`src/rtl/alu_pkg.sv`:
```
// Shared constants and types for the 8-bit ALU add/subtract datapath.
package alu_pkg;

    localparam int unsigned DATA_W = 8;
    localparam int unsigned NIB_W  = 4;

    localparam logic [1:0] OP_ADD = 2'b00;
    localparam logic [1:0] OP_SUB = 2'b01;
    localparam logic [1:0] OP_ADC = 2'b10;
    localparam logic [1:0] OP_SBC = 2'b11;

    typedef enum logic [1:0] {
        IDLE = 2'b00,
        LO   = 2'b01,
        HI   = 2'b10,
        DONE = 2'b11
    } state_t;

endpackage

```
`src/rtl/add_4bit.sv`:
```
// 4-bit carry-lookahead nibble adder; purely combinational.
module add_4bit
    import alu_pkg::*;
(
    input  logic [NIB_W-1:0] a,
    input  logic [NIB_W-1:0] b,
    input  logic             cin,
    output logic [NIB_W-1:0] sum,
    output logic             cout
);

    logic [NIB_W-1:0] w_g;
    logic [NIB_W-1:0] w_p;
    logic [NIB_W:0]   w_c;

    assign w_g = a & b;
    assign w_p = a ^ b;

    // Flattened lookahead carries so every carry is two levels from g/p.
    always_comb begin
        w_c[0] = cin;
        w_c[1] = w_g[0] | (w_p[0] & cin);
        w_c[2] = w_g[1] | (w_p[1] & w_g[0]) | (w_p[1] & w_p[0] & cin);
        w_c[3] = w_g[2] | (w_p[2] & w_g[1]) | (w_p[2] & w_p[1] & w_g[0])
               | (w_p[2] & w_p[1] & w_p[0] & cin);
        w_c[4] = w_g[3] | (w_p[3] & w_g[2]) | (w_p[3] & w_p[2] & w_g[1])
               | (w_p[3] & w_p[2] & w_p[1] & w_g[0])
               | (w_p[3] & w_p[2] & w_p[1] & w_p[0] & cin);
    end

    assign sum  = w_p ^ w_c[NIB_W-1:0];
    assign cout = w_c[NIB_W];

endmodule

```
`src/rtl/alu_add8_seq.sv`:
```
// Sequential 8-bit add/subtract: one nibble CLA time-shared over LO/HI cycles,
// with a persistent carry flag for ADC/SBC chaining.
module alu_add8_seq
    import alu_pkg::*;
(
    input  logic              clk,
    input  logic              rst,
    input  logic              in_valid,
    output logic              in_ready,
    input  logic [DATA_W-1:0] a,
    input  logic [DATA_W-1:0] b,
    input  logic [1:0]        op,
    output logic              out_valid,
    input  logic              out_ready,
    output logic [DATA_W-1:0] result,
    output logic              flag_c,
    output logic              flag_v,
    output logic              flag_z,
    output logic              flag_n
);

    state_t            r_state;
    logic [DATA_W-1:0] r_a;
    logic [DATA_W-1:0] r_bx;
    logic              r_cin;
    logic              r_use_cq;
    logic              r_carry_q;
    logic [NIB_W-1:0]  r_s_lo;
    logic              r_c_lo;
    logic              r_in_ready;
    logic              r_out_valid;
    logic [DATA_W-1:0] r_result;
    logic              r_flag_c;
    logic              r_flag_v;
    logic              r_flag_z;
    logic              r_flag_n;

    logic [NIB_W-1:0]  w_na;
    logic [NIB_W-1:0]  w_nb;
    logic              w_ncin;
    logic [NIB_W-1:0]  w_sum;
    logic              w_cout;
    logic [DATA_W-1:0] w_res;
    logic              w_is_sub;

    assign w_is_sub = (op == OP_SUB) || (op == OP_SBC);

    // Operand muxes: low nibble in LO, high nibble plus registered carry in HI.
    assign w_na   = (r_state == HI) ? r_a[DATA_W-1:NIB_W]  : r_a[NIB_W-1:0];
    assign w_nb   = (r_state == HI) ? r_bx[DATA_W-1:NIB_W] : r_bx[NIB_W-1:0];
    assign w_ncin = (r_state == HI) ? r_c_lo : (r_use_cq ? r_carry_q : r_cin);

    add_4bit u_add (
        .a    (w_na),
        .b    (w_nb),
        .cin  (w_ncin),
        .sum  (w_sum),
        .cout (w_cout)
    );

    assign w_res = {w_sum, r_s_lo};

    // Control FSM and all datapath/output registers.
    always_ff @(posedge clk) begin
        if (rst) begin
            r_state     <= IDLE;
            r_a         <= '0;
            r_bx        <= '0;
            r_cin       <= 1'b0;
            r_use_cq    <= 1'b0;
            r_carry_q   <= 1'b0;
            r_s_lo      <= '0;
            r_c_lo      <= 1'b0;
            r_in_ready  <= 1'b1;
            r_out_valid <= 1'b0;
            r_result    <= '0;
            r_flag_c    <= 1'b0;
            r_flag_v    <= 1'b0;
            r_flag_z    <= 1'b0;
            r_flag_n    <= 1'b0;
        end else begin
            case (r_state)
                IDLE: begin
                    if (in_valid) begin
                        r_a        <= a;
                        r_bx       <= w_is_sub ? ~b : b;
                        r_cin      <= (op == OP_SUB);
                        r_use_cq   <= (op == OP_ADC) || (op == OP_SBC);
                        r_in_ready <= 1'b0;
                        r_state    <= LO;
                    end
                end
                LO: begin
                    r_s_lo  <= w_sum;
                    r_c_lo  <= w_cout;
                    r_state <= HI;
                end
                HI: begin
                    r_result    <= w_res;
                    r_flag_c    <= w_cout;
                    r_flag_v    <= (r_a[DATA_W-1] == r_bx[DATA_W-1]) &&
                                   (w_res[DATA_W-1] != r_a[DATA_W-1]);
                    r_flag_z    <= (w_res == '0);
                    r_flag_n    <= w_res[DATA_W-1];
                    r_carry_q   <= w_cout;
                    r_out_valid <= 1'b1;
                    r_state     <= DONE;
                end
                DONE: begin
                    if (out_ready) begin
                        r_out_valid <= 1'b0;
                        r_in_ready  <= 1'b1;
                        r_state     <= IDLE;
                    end
                end
                default: r_state <= IDLE;
            endcase
        end
    end

    assign in_ready  = r_in_ready;
    assign out_valid = r_out_valid;
    assign result    = r_result;
    assign flag_c    = r_flag_c;
    assign flag_v    = r_flag_v;
    assign flag_z    = r_flag_z;
    assign flag_n    = r_flag_n;

endmodule
```
`config.mk`:
```
export PLATFORM = sky130hd
export DESIGN_NAME = alu_add8_seq
export DESIGN_NICKNAME = d
export VERILOG_FILES = /design/src/rtl/alu_pkg.sv /design/src/rtl/add_4bit.sv /design/src/rtl/alu_add8_seq.sv
export SDC_FILE = /design/constraint.sdc
export NUM_CORES = 1
export LEC_CHECK = 0
export ABC_AREA = 1
export CORE_MARGIN = 3
export CORE_UTILIZATION = 49
export DETAILED_ROUTE_END_ITERATION = 6
export GPL_TIMING_DRIVEN = 0
export PLACE_DENSITY = 0.76
export RECOVER_POWER = 50
export SYNTH_ARGS = -nofsm -noshare
export SYNTH_HDL_FRONTEND = slang
export SYNTH_HIERARCHICAL = 1
export SYNTH_SLANG_ARGS = --single-unit
```
`constraint.sdc`:
```
create_clock -name clk -period 5.2 [get_ports clk]
set_input_delay 0.78 -clock clk [delete_from_list [all_inputs] [get_ports clk]]
set_output_delay 0.78 -clock clk [all_outputs]
set_load 0.005 [all_outputs]
```
* Word level (Yosys, flattened, before mapping)
Index checks and enable logic that the tools add are counted.
Storage, ports and cells: RAM bits 0, memories 0, flip-flop bits (word level) 39, bits in read-only memories 0, bits in latches 0, output and inout bits 14
Operators by class: reduce and logical (&&, ||, !) cells 11, $lt $le $gt $ge 0, divide/modulo/power cells 0, shift-type cells 0, eq/ne operators 10, $mul 0, mux-type cells 13, add/subtract/negate cells 0, bitwise gates (word level) 30
Operators by type and width (number):
- 1-bit bitwise AND | 16
- 1-bit OR | 10
- 2-bit equality test, second input constant | 4
- 8-bit zero test | 1
- 4-bit two-way mux | 2
- 8-bit two-way mux | 1
- 8-bit inverter | 1
- 2-bit case mux with 4 select lines | 1
- 4-bit bitwise XOR | 2
- 2-bit AND reduction | 3
- 1-bit two-way mux | 5
- 4-bit bitwise AND | 1
- 2-bit by 1-bit equality test with 1-bit output, second input constant | 2
- 2-bit two-way mux | 2
- 2-bit != test, second input constant | 2
- 1-bit case mux with 2 select lines | 2
- 2-bit nonzero test | 2
- 3-bit AND reduction | 1
- 2-bit zero test | 1
- 1-bit logical OR | 2
- 1-bit equality test | 1
- 1-bit logical AND | 1
- 1-bit != test | 1

* Depth between registers and ports, before layout
Gate-level depths: netlist of run 1.
word-level depth 10, gate-level depth with buffers 18, mapped depth without buffers 17

* Hierarchy
Netlist of run 1, hierarchy kept.
Modules (own cells, without submodules):
- alu_add8_seq | area each 1649.1 um^2, cells each 216, times used 1, sequential area each 760.7 um^2
- add_4bit | area each 188.9 um^2, cells each 31, times used 1, sequential area each 0.0 um^2

* Worst setup path after synthesis of run 1
Ideal clock, no wire load.
path kind register to register, start point register r_state[0], end point register r_flag_z, in the netlist flag_z, data arrival time 2.202 ns, setup slack 2.929 ns, cell stages (with the launch flop) 14, clock period less this slack 2.271 ns, cell sequence dfxtp_1 > inv_1 > ha_1 > inv_2 > buf_6 > nand2_1 > nand2_1 > inv_1 > fa_1 > inv_1 > or2_2 > nor2_1 > nand2_1 > a21oi_1
On the way: elaborated cells on any way between the ends 23, classes of those cells 1 x eq/ne; 3 x mux; 18 x bitwise; 1 x reduce/logical
RTL lines:
- start, declared | line alu_add8_seq.sv:22 | state_t r_state;
- start signal, assigned | line alu_add8_seq.sv:66 | r_state <= IDLE;
- start signal, assigned | line alu_add8_seq.sv:90 | r_state <= LO;
- start signal, assigned | line alu_add8_seq.sv:96 | r_state <= HI;
- 2-bit equality test | line alu_add8_seq.sv:49 | assign w_na = (r_state == HI) ? r_a[DATA_W-1:NIB_W] : r_a[NIB_W-1:0];
- 4-bit two-way mux | line alu_add8_seq.sv:49
- via w_na[0] | line alu_add8_seq.sv:38 | logic [NIB_W-1:0] w_na;
- 4-bit bitwise XOR | line add_4bit.sv:17 | assign w_p = a ^ b;
- 4-bit bitwise XOR | line add_4bit.sv:31 | assign sum = w_p ^ w_c[NIB_W-1:0];
- via w_sum[0] | line alu_add8_seq.sv:41 | logic [NIB_W-1:0] w_sum;
- 8-bit zero test | line alu_add8_seq.sv:103 | r_flag_z <= (w_res == '0);
- end signal, assigned | line alu_add8_seq.sv:103
- end, declared | line alu_add8_seq.sv:35 | logic r_flag_z;
The timed path passes the listed nets, and every way through them passes these cells. A chain may end at the register's enable or synchronous reset.

* Final worst setup path of run 1
Ends and elaborated chain as after synthesis.

==> impl_metrics.csv, run 1 <==
group,metric,value,unit
synth,synthDistinctLibCells,25,
routing,ant_nets,0,
routing,routed_wl,4.00,mm
sta,rsz0062_at_grt,"no",
outcome,outcome,"finished clean",
synth,yosysTopAreaCellShare,41.4,%
placed_design,dp.cells,327,
synth,synth_edf_count,0,
clock_network,cts_sinks,38,
routing,drtIter0Drc,120,
sta,slew_violations,0,
placed_design,port_buffers,34,
synth,ys_seq_area_share,41.4,%
synth,synthFlopType,"dfxtp_1",
sta,worstMarginPinSlew,0.478,ns
synth,synthTopCellsByCount,"41 x nor2_1, 38 x dfxtp_1, 38 x nand2_1",
cells_and_area,finalNonFillerCells,335,
setup_path,start_kind,"flop",
floorplan,start_util,53.0,%
setup_path,critPathMaxFanout,10,
sta,final.setup.tns,0,ns
synth,synth_area_leaders,"dfxtp_1 41%, o21ai_0 9.3%, nor2_1 8.4%",
floorplan,die_area,4520,µm²
global_routing,track_usage,20.1,%
routing,wl_per_cell,11.9,µm
placed_design,gp_congestion,0.876,
power,power_density,532,nW/µm²
clock_network,cts_root_buffer,"clkbuf_8",
worst_hold_path,min_path_cells,2,
floorplan,die_w,67.2,µm
setup_path,r2r_cells,13,
clock_network,cts_hold_buf,0,
cells_and_area,finalNetCount,321,
synth,synth-seq-cells,38,
power,irDropWorstVdd,0.282,mV
sta,skew,0.0115,ns
cells_and_area,antenna_cells,0,
sta,min_period_over_period,49.4,%
synth,syn_nets,280,
clock_network,postCtsSetupBuffers,0,
global_routing,antenna_found_initial,0,
cells_and_area,drive_gt1_share,5.88,%
worst_hold_path,min_path_type,"reg -> reg",
power,comb_power_share,46.5,%
synth,yosysTopAreaCell,"dfxtp_1",
setup_path,cp.arrival,2.79,ns
clock_network,cts_tree,"yes",
clock_network,htree_levels,2,
setup_path,path_class,"reg -> reg",
synth,syn_area_per_cell,7.44,µm²
clock_network,cts_buffers,5,
synth,yosysMostFrequentCell,"nor2_1",
clock_network,clockBufferDepth,2,
clock_network,clkLatencyLatePin,0.29,ns
power,power.leakage,0.00102,µW
clock_network,cts_resized,0,
setup_path,endpoint_kind,"flop",
sta,timing.final.setup_violations,0,
synth,synthCells,247,
power,clkPwrFrac,16.9,%
clock_network,cts.clk_slew.worst_paths,0.07,ns
routing,vias_per_cell,4.94,
floorplan,coreArea,3470,µm²
floorplan,rows,21,
global_routing,grt_max_degree,12,
synth,netlist_area,1840,µm²
sta,fmax,0.389,GHz
power,p_seq_share,36.7,%
setup_path,crit_required,5.42,ns
floorplan,die_h,67.2,µm
sta,relSlewSlack,68.2,%
routing,drc,0,
routing,drt-pass1-iter-count,4,
flow_run,drv_cap,0,
power,swShare,38.8,%
routing,vias,1654,
global_routing,grt_pass1_vias,1596,
synth,yosys_warnings,6,
sta,hold_violations,0,
global_routing,overflow,0,
cells_and_area,syn_to_final_growth,26.1,%
synth,async_reset_ff_share,0,%
floorplan,num_io_pins,36,
power,p_int,754,µW
global_routing,grt_pass1_wl,6.96,mm
sta,fin_crit,2.57,ns
placed_design,dp_hpwl,2.91,mm
power,power_switching,479,µW
-- through the flow --
| step | hold WS [ns] | power, µW | setup WS, ns | cell area, µm² | utilization, % |
|---|---|---|---|---|---|
| floorplan | 0.445 | 833 | 2.93 | 1840 | - |
| global placement | 0.460 | 1020 | 2.67 | 2240 | 64.5 |
| detailed placement | 0.460 | 1030 | 2.64 | 2240 | 64.5 |
| CTS | 0.471 | 1240 | 2.62 | 2330 | 67.1 |
| global route | 0.502 | 1350 | 2.42 | 2320 | 66.8 |
| finish | 0.468 | 1230 | 2.63 | 2320 | 66.8 |
-- registers in the layout (all words and copies together), names as in the netlist --
signal     flops
r_bx           8
r_c_lo         1
result         8
in_ready       1
flag_c         1
r_use_cq       1
flag_z         1
out_valid      1
r_cin          1
flag_v         1
r_a            8
r_s_lo         4
r_state        2
-- worst paths after layout --
path	from	to	slack, ns
max	r_state[0]$_SDFFE_PP0P_	flag_z$_SDFFE_PP0P_	2.63
min	flag_z$_SDFFE_PP0P_	flag_z$_SDFFE_PP0P_	0.47
max reg2reg	r_state[0]$_SDFFE_PP0P_	flag_z$_SDFFE_PP0P_	2.63
min reg2reg	flag_z$_SDFFE_PP0P_	flag_z$_SDFFE_PP0P_	0.47
-- power groups by stage --
| stage | clock [µW] | combinational (µW) | sequential, µW |
|---|---|---|---|
| after floorplan | 0 | 383 | 450 |
| after global placement | 0 | 568 | 454 |
| after detailed placement | 0 | 574 | 458 |
| after CTS | 210 | 580 | 452 |
| after global routing | 224 | 662 | 464 |
| final | 208 | 573 | 452 |
-- cells in the final DEF (no fill, tap or decap), types with 2 or more instances in the layout --
| cell | instances |
|---|---|
| nor2_1 | 41 |
| nand2_1 | 39 |
| dfxtp_1 | 38 |
| o21ai_0 | 37 |
| clkdlybuf4s50_1 | 32 |
| inv_1 | 22 |
| a21oi_1 | 20 |
| ha_1 | 10 |
| xnor2_1 | 9 |
| nand3_1 | 8 |
| clkbuf_1 | 6 |
| clkbuf_8 | 6 |
| buf_4 | 4 |
| dlygate4sd3_1 | 2 |
| nand4_1 | 2 |
-- layer usage --
layer  GRT usage (%)  share of wire [%]
met5               0                  0
met4            4.81                1.5
met3            6.49                4.6
met2            31.3                 44
met1            27.1                 50
-- area by class of cell --
type                            count  area (µm²)
Multi-Input combinational cell    175         917
Tap cell                           46        57.6
Sequential cell                    38         761
Inverter                           23        86.3
Fill cell                         332        1150
Clock buffer                        7        86.3
Buffer                             11        65.1
Clock inverter                      1        5.00
Timing Repair Buffer               34         340
-- logic make-up (layout without fill, tap and decap cells) --
logic type      Yosys count  count (layout)  share of synthesized area (%)
fa+ha+maj                11              11                           7.90
xor+xnor                  9               9                           4.29
buf+inv                  34              76                           8.58
compound gates           61              61                           17.2
simple gates             94              94                           20.7
flops                    38              38                           41.4
-- critical path: stages (launching register included) --
cell	delay (ns)
dfxtp_1	0.41
inv_1	0.11
ha_1	0.31
inv_2	0.19
buf_6	0.17
nand2_1	0.06
nand2_1	0.08
inv_1	0.06
fa_1	0.54
inv_1	0.06
or2_2	0.27
nor2_1	0.08
nand2_1	0.06
a21oi_1	0.10
No activity file was read; power rests on OpenSTA's default activity.
==> inputs of run 2 (changes only) <==
CORE_UTILIZATION = 46   (was 49)
PLACE_DENSITY = 0.75   (was 0.76)
clock period = 2.1 ns   (was 5.2 ns; I/O delays follow)
==> run 2 against run 1 <==
Setup slack got worse by 2.7 ns. Combinational power rose to 3.6 times the previous value. Critical endpoint unchanged. Sequential power increased to 2.5 times the previous value. The run now ends with setup timing left.
==> impl_metrics.csv, run 2 (synthesis gave the netlist of run 1 again) <==
group,metric,value,unit
routing,drt-pass1-iter-count,4,
global_routing,grt_busiest_layer,"met2",
setup_path,cp.arrival,2.42,ns
setup_path,path_class,"reg -> reg",
cells_and_area,fillers,321,
cells_and_area,most-common-layout-cells,"41 x nor2_1, 36 x dfxtp_1, 34 x clkdlybuf4s50_1, 33 x o21ai_0, 30 x nand2_1",
placed_design,gp_congestion,0.853,
clock_network,cts_sinks,38,
floorplan,rows,22,
routing,wl_per_cell,12.7,µm
clock_network,clkLatencyLatePin,0.29,ns
global_routing,antenna_found_initial,0,
global_routing,grt_pass1_wl,7.42,mm
global_routing,grt_pass1_vias,1717,
floorplan,num_io_pins,36,
flow_run,drv_cap,0,
power,power.leakage,0.00114,µW
power,comb_power_share,56.3,%
sta,worstMarginPinSlew,0.241,ns
routing,drtIter0Drc,126,
floorplan,start_util,49.1,%
power,power_switching,1400,µW
sta,relSlewSlack,83.8,%
setup_path,endpoint_kind,"flop",
sta,timing.final.setup_violations,3,
sta,skew,0.00423,ns
clock_network,cts_buffers,5,
global_routing,grt.met2_usage,31.9,%
cells_and_area,final_common_cell,"nor2_1",
power,irDropWorstVdd,0.783,mV
sta,slew_violations,0,
power,clkPwrFrac,12.8,%
routing,vias,1811,
worst_hold_path,hp-start,"op[0]",
setup_path,critPathLaunch,"r_state[0]$_SDFFE_PP0P_",
floorplan,die_w,69.2,µm
setup_path,crit_required,2.32,ns
floorplan,die_h,69.2,µm
routing,routed_wl,4.51,mm
global_routing,overflow,0,
sta,min_period_over_period,104,%
setup_path,start_kind,"flop",
sta,hold_violations,0,
global_routing,track_usage,18.9,%
sta,fin_crit,2.19,ns
clock_network,cts_tree,"yes",
sta,fmax,0.456,GHz
placed_design,post-place-ws,-0.223,ns
cells_and_area,antenna_cells,0,
routing,ant_nets,0,
outcome,violations,"setup timing",
cells_and_area,drive_gt1_share,21.6,%
setup_path,critPathMaxFanout,5,
routing,vias_per_cell,5.12,
worst_hold_path,min_path_type,"in -> reg",
global_routing,grt_max_degree,11,
global_routing,met1_usage,23.4,%
power,swShare,38.2,%
placed_design,dp_hpwl,3.08,mm
setup_path,r2r_start,"r_state[0]$_SDFFE_PP0P_",
power,power_density,1400,nW/µm²
power,p_seq_share,31.0,%
outcome,outcome,"complete, but fails checks",
floorplan,coreArea,3740,µm²
cells_and_area,post-route-cell-area,2620,µm²
placed_design,dpl-instance-area,2250,µm²
sta,rsz0062_at_grt,"yes",
placed_design,port_buffers,34,
global_routing,grtUsageMet3,4.78,%
power,p_int,2270,µW
clock_network,htree_levels,2,
clock_network,cts.clk_slew.worst_paths,0.07,ns
cells_and_area,syn_to_final_growth,42.7,%
cells_and_area,fin_util,70.1,%
cells_and_area,finalNetCount,339,
clock_network,clockBufferDepth,2,
clock_network,cts_root_buffer,"clkbuf_8",
routing,drc,0,
sta,setup_slack,-0.0936,ns
floorplan,die_area,4790,µm²
## run 2: cell types whose count changed in the layout (fill, tap and decap cells not counted), moves of 5 or more
cell	delta
nand2_2	+6
buf_4	+15
nand2_1	-9
inv_1	-5
## run 2: worst max-delay path, stage by stage, from the launching register on
cell and delay [ns]:
dfxtp_4 0.35, inv_4 0.06, ha_4 0.19, buf_6 0.11, buf_6 0.09, a21oi_2 0.03, a21oi_2 0.15, inv_2 0.05
fa_2 0.55, inv_2 0.04, or2_4 0.21, nor2_1 0.10, nand2_1 0.07, a21oi_2 0.12
## run 2: power by group through the flow
stage	registers (µW)	clock network [µW]	logic, µW
after detailed placement	1140	0	1460
after floorplan	1120	0	967
after global placement	1130	0	1430
after global routing	1160	497	2270
final	1140	468	2070
after CTS	1130	469	1730
## run 2: path summary, 6_finish.rpt
path                    endpoint  slack [ns]  depth (start not counted)
max          flag_z$_SDFFE_PP0P_       -0.09                         13
min           r_cin$_SDFFE_PP0P_        0.41                          3
max reg2reg  flag_z$_SDFFE_PP0P_       -0.09                         13
min reg2reg  flag_z$_SDFFE_PP0P_        0.47                          2
## run 2: repair_timing
action | in CTS | in global routing
gates resized for setup | 14 | 24
cloned | 1 | 0
hold buffers | 0 | 0
hold endpoints to repair | 0 | 0
setup buffers | 9 | 8
endpoints found under the setup margin | 7 | 6
pin swaps | 2 | 15
## run 2: through the flow
step | hold WS (ns) | setup TNS, ns | total power (µW) | std cells
after CTS | 0.419 | -0.0506 | 3320 | 346
after detailed placement | 0.468 | -0.352 | 2600 | 329
final | 0.410 | -0.107 | 3670 | 354
after global routing | 0.439 | -0.456 | 3930 | 354
after floorplan | 0.384 | 0 | 2090 | 247
after global placement | 0.460 | -0.316 | 2560 | 329
## run 2: final cells by class
| type | instances | area (µm²) | share of cell area, % |
|---|---|---|---|
| plain buffers | 11 | 85.1 | 3.24 |
| clock buffers | 7 | 76.3 | 2.91 |
| inverters | 23 | 93.8 | 3.58 |
| multi-input cells | 175 | 1040 | 39.7 |
| flip-flops and latches | 38 | 766 | 29.2 |
| well taps | 48 | 60.1 | 2.29 |
| repair buffers | 52 | 499 | 19.0 |
## run 2: per-layer routing
layer  up-vias  part of all wire [%]
met5         -                     0
li1        912                     -
met4         0                   1.8
met2        45                    47
met3        12                   4.6
met1       842                    46
==> inputs of run 3 (changes only) <==
CAP_MARGIN = 20   (was not set)
CORE_UTILIZATION = 49   (was 46)
PLACE_DENSITY = 0.76   (was 0.75)
clock period = 2.5 ns   (was 2.1 ns; I/O delays follow)
==> run 3 against run 2 <==
The flow now finishes without violations. Combinational power shrank 42%. Flip-flop and latch count stayed put. Die area decreased by 5.6%. Power decreased by 29%. Wire length shrank 11%. Register-to-register slack improved by 0.31 ns. Critical endpoint unchanged. Largest power group unchanged.
==> impl_metrics.csv, run 3 (synthesis gave the netlist of run 1 again) <==
group,metric,value,unit
outcome,outcome,"finished clean",
setup_path,rr_endpoint,"flag_z$_SDFFE_PP0P_",
sta,fin_crit,2.28,ns
global_routing,overflow,0,
floorplan,die_h,67.2,µm
clock_network,cts_sinks,38,
setup_path,slowest_delay,0.55,ns
global_routing,grt_pass1_wl,6.96,mm
cells_and_area,finalNetCount,321,
routing,ant_nets,0,
floorplan,num_io_pins,36,
sta,relSlewSlack,68.3,%
power,power.leakage,0.00103,µW
worst_hold_path,min_path_type,"in -> reg",
power,irDropWorstVdd,0.736,mV
setup_path,critPathMaxFanout,10,
setup_path,crit_chain,"inv_2 -> ha_4 -> inv_4 -> buf_6 -> nand2_1 -> nand2_1 -> inv_1 -> fa_1 -> inv_1 -> or2_2 -> nor2_1 -> nand2_1 -> a21oi_1",
setup_path,start_kind,"flop",
placed_design,gp_congestion,0.876,
routing,drt-pass1-iter-count,4,
floorplan,rows,21,
setup_path,path_buf_inv,5,
cells_and_area,syn_to_final_growth,27.4,%
global_routing,track_usage,20.1,%
floorplan,coreArea,3470,µm²
setup_path,endpoint_kind,"flop",
sta,slew_violations,0,
setup_path,cp.arrival,2.50,ns
setup_path,cpMostUsedCell,"nand2_1",
setup_path,cp_top_family,"adder cells",
routing,drc,0,
worst_hold_path,worstHoldEndpoint,"r_cin$_SDFFE_PP0P_",
sta,worstMarginPinSlew,0.475,ns
setup_path,r2r_start,"r_state[0]$_SDFFE_PP0P_",
power,fin_total_pwr,2590,µW
setup_path,ff2ff_setup_slack,0.22,ns
setup_path,crit_required,2.72,ns
routing,drtIter0Drc,121,
sta,timing.final.setup_violations,0,
floorplan,start_util,53.0,%
placed_design,dp_hpwl,2.91,mm
sta,skew,0.0127,ns
clock_network,htree_levels,2,
clock_network,clkLatencyLatePin,0.29,ns
sta,fmax,0.439,GHz
flow_run,drv_cap,0,
cells_and_area,most-common-layout-cells,"41 x nor2_1, 39 x nand2_1, 37 x dfxtp_1, 34 x o21ai_0, 28 x clkdlybuf4s50_1",
cells_and_area,antenna_cells,0,
routing,vias_per_cell,4.92,
sta,rsz0062_at_grt,"no",
setup_path,path_class,"reg -> reg",
power,power_density,1110,nW/µm²
clock_network,postCtsSetupBuffers,0,
cells_and_area,drive_gt1_share,7.27,%
routing,vias,1649,
placed_design,port_buffers,34,
clock_network,cts_root_buffer,"clkbuf_8",
sta,final.setup.tns,0,ns
floorplan,die_w,67.2,µm
worst_hold_path,hp-start,"op[0]",
routing,wl_per_cell,11.9,µm
clock_network,cts.clk_slew.worst_paths,0.07,ns
routing,routed_wl,3.99,mm
clock_network,cts_hold_buf,0,
cells_and_area,final_common_cell,"nor2_1",
clock_network,cts_buffers,5,
global_routing,antenna_found_initial,0,
setup_path,critical_path.slowest_cell,"fa_1",
global_routing,grt_pass1_vias,1593,
global_routing,grt_max_degree,12,
clock_network,cts_tree,"yes",
sta,hold_violations,0,
setup_path,r2r_cells,13,
sta,min_period_over_period,91.2,%
worst_hold_path,min_path_cells,3,
clock_network,clockBufferDepth,2,
floorplan,die_area,4520,µm²
[run 3: cell types whose count changed in the layout (fill, tap and decap cells not counted), sizes merged]
cell	previous run	this run
buf	28	5
clkdlybuf4s50	34	28
dlygate4sd3	0	6
clkbuf	8	13
inv	22	23
[run 3: cell type report]
cell class / count / area (µm²)
flip-flops and latches: 38 / 762
clock inverters: 1 / 5.00
repair buffers: 34 / 340
plain buffers: 11 / 67.6
clock buffers: 7 / 86.3
multi-input cells: 175 / 933
well taps: 46 / 57.6
inverters: 23 / 88.8
fillers: 334 / 1130
[run 3: per-stage QoR]
| stage | area (µm²) | hold WS (ns) | cells | setup WS, ns | util [%] |
|---|---|---|---|---|---|
| floorplan | 1840 | 0.444 | 247 | 0.229 | - |
| global placement | 2240 | 0.460 | 327 | -0.0345 | 64.5 |
| detailed placement | 2240 | 0.460 | 327 | -0.0624 | 64.5 |
| CTS | 2330 | 0.463 | 335 | 0.0134 | 67.2 |
| global route | 2340 | 0.486 | 335 | 0.0277 | 67.5 |
| finish | 2340 | 0.459 | 335 | 0.220 | 67.5 |
[run 3: per-layer routing]
layer / wire length [µm] / track usage (%) / vias to the layer above
met5: 0 / 0 / -
met4: 53 / 4.81 / 0
met3: 209 / 6.49 / 7
met2: 1740 / 31.2 / 41
met1: 1990 / 27.2 / 722
li1: - / - / 879
[run 3: worst max path at each step]
stage	from	to	slack, ns	depth (start not counted)
final	r_state[0]$_SDFFE_PP0P_	flag_z$_SDFFE_PP0P_	0.22	13
after global routing	r_state[1]$_SDFFE_PP0P_	flag_z$_SDFFE_PP0P_	0.03	16
after CTS	r_state[0]$_SDFFE_PP0P_	flag_z$_SDFFE_PP0P_	0.01	12
after detailed placement	r_state[0]$_SDFFE_PP0P_	flag_z$_SDFFE_PP0P_	-0.06	13
after global placement	r_state[0]$_SDFFE_PP0P_	flag_z$_SDFFE_PP0P_	-0.03	13
after floorplan	r_state[0]$_SDFFE_PP0P_	flag_z$_SDFFE_PP0P_	0.23	13
[run 3: repair_timing]
action,4_1_cts,5_1_grt
gates resized for setup,2,5
cloned,0,0
endpoints found under the setup margin,1,4
pin swaps,0,0
[run 3: worst register-to-register path, delay by kind of cell (launching register included)]
| kind | cells | cell delay (ns) |
|---|---|---|
| AND/OR/NAND/NOR | 5 | 0.55 |
| AO/OA/AOI/OAI | 1 | 0.10 |
| flip-flops | 1 | 0.38 |
| adder cells (fa/ha/maj) | 2 | 0.74 |
| buffers and inverters | 5 | 0.46 |
[run 3: power breakdown]
group | leakage (µW) | internal, µW | total (µW) | switching [µW]
sequential | 0.000313 | 824 | 947 | 122
combinational | 0.000670 | 530 | 1210 | 676
clock | 0.0000482 | 223 | 435 | 212
total | 0.00103 | 1580 | 2590 | 1010
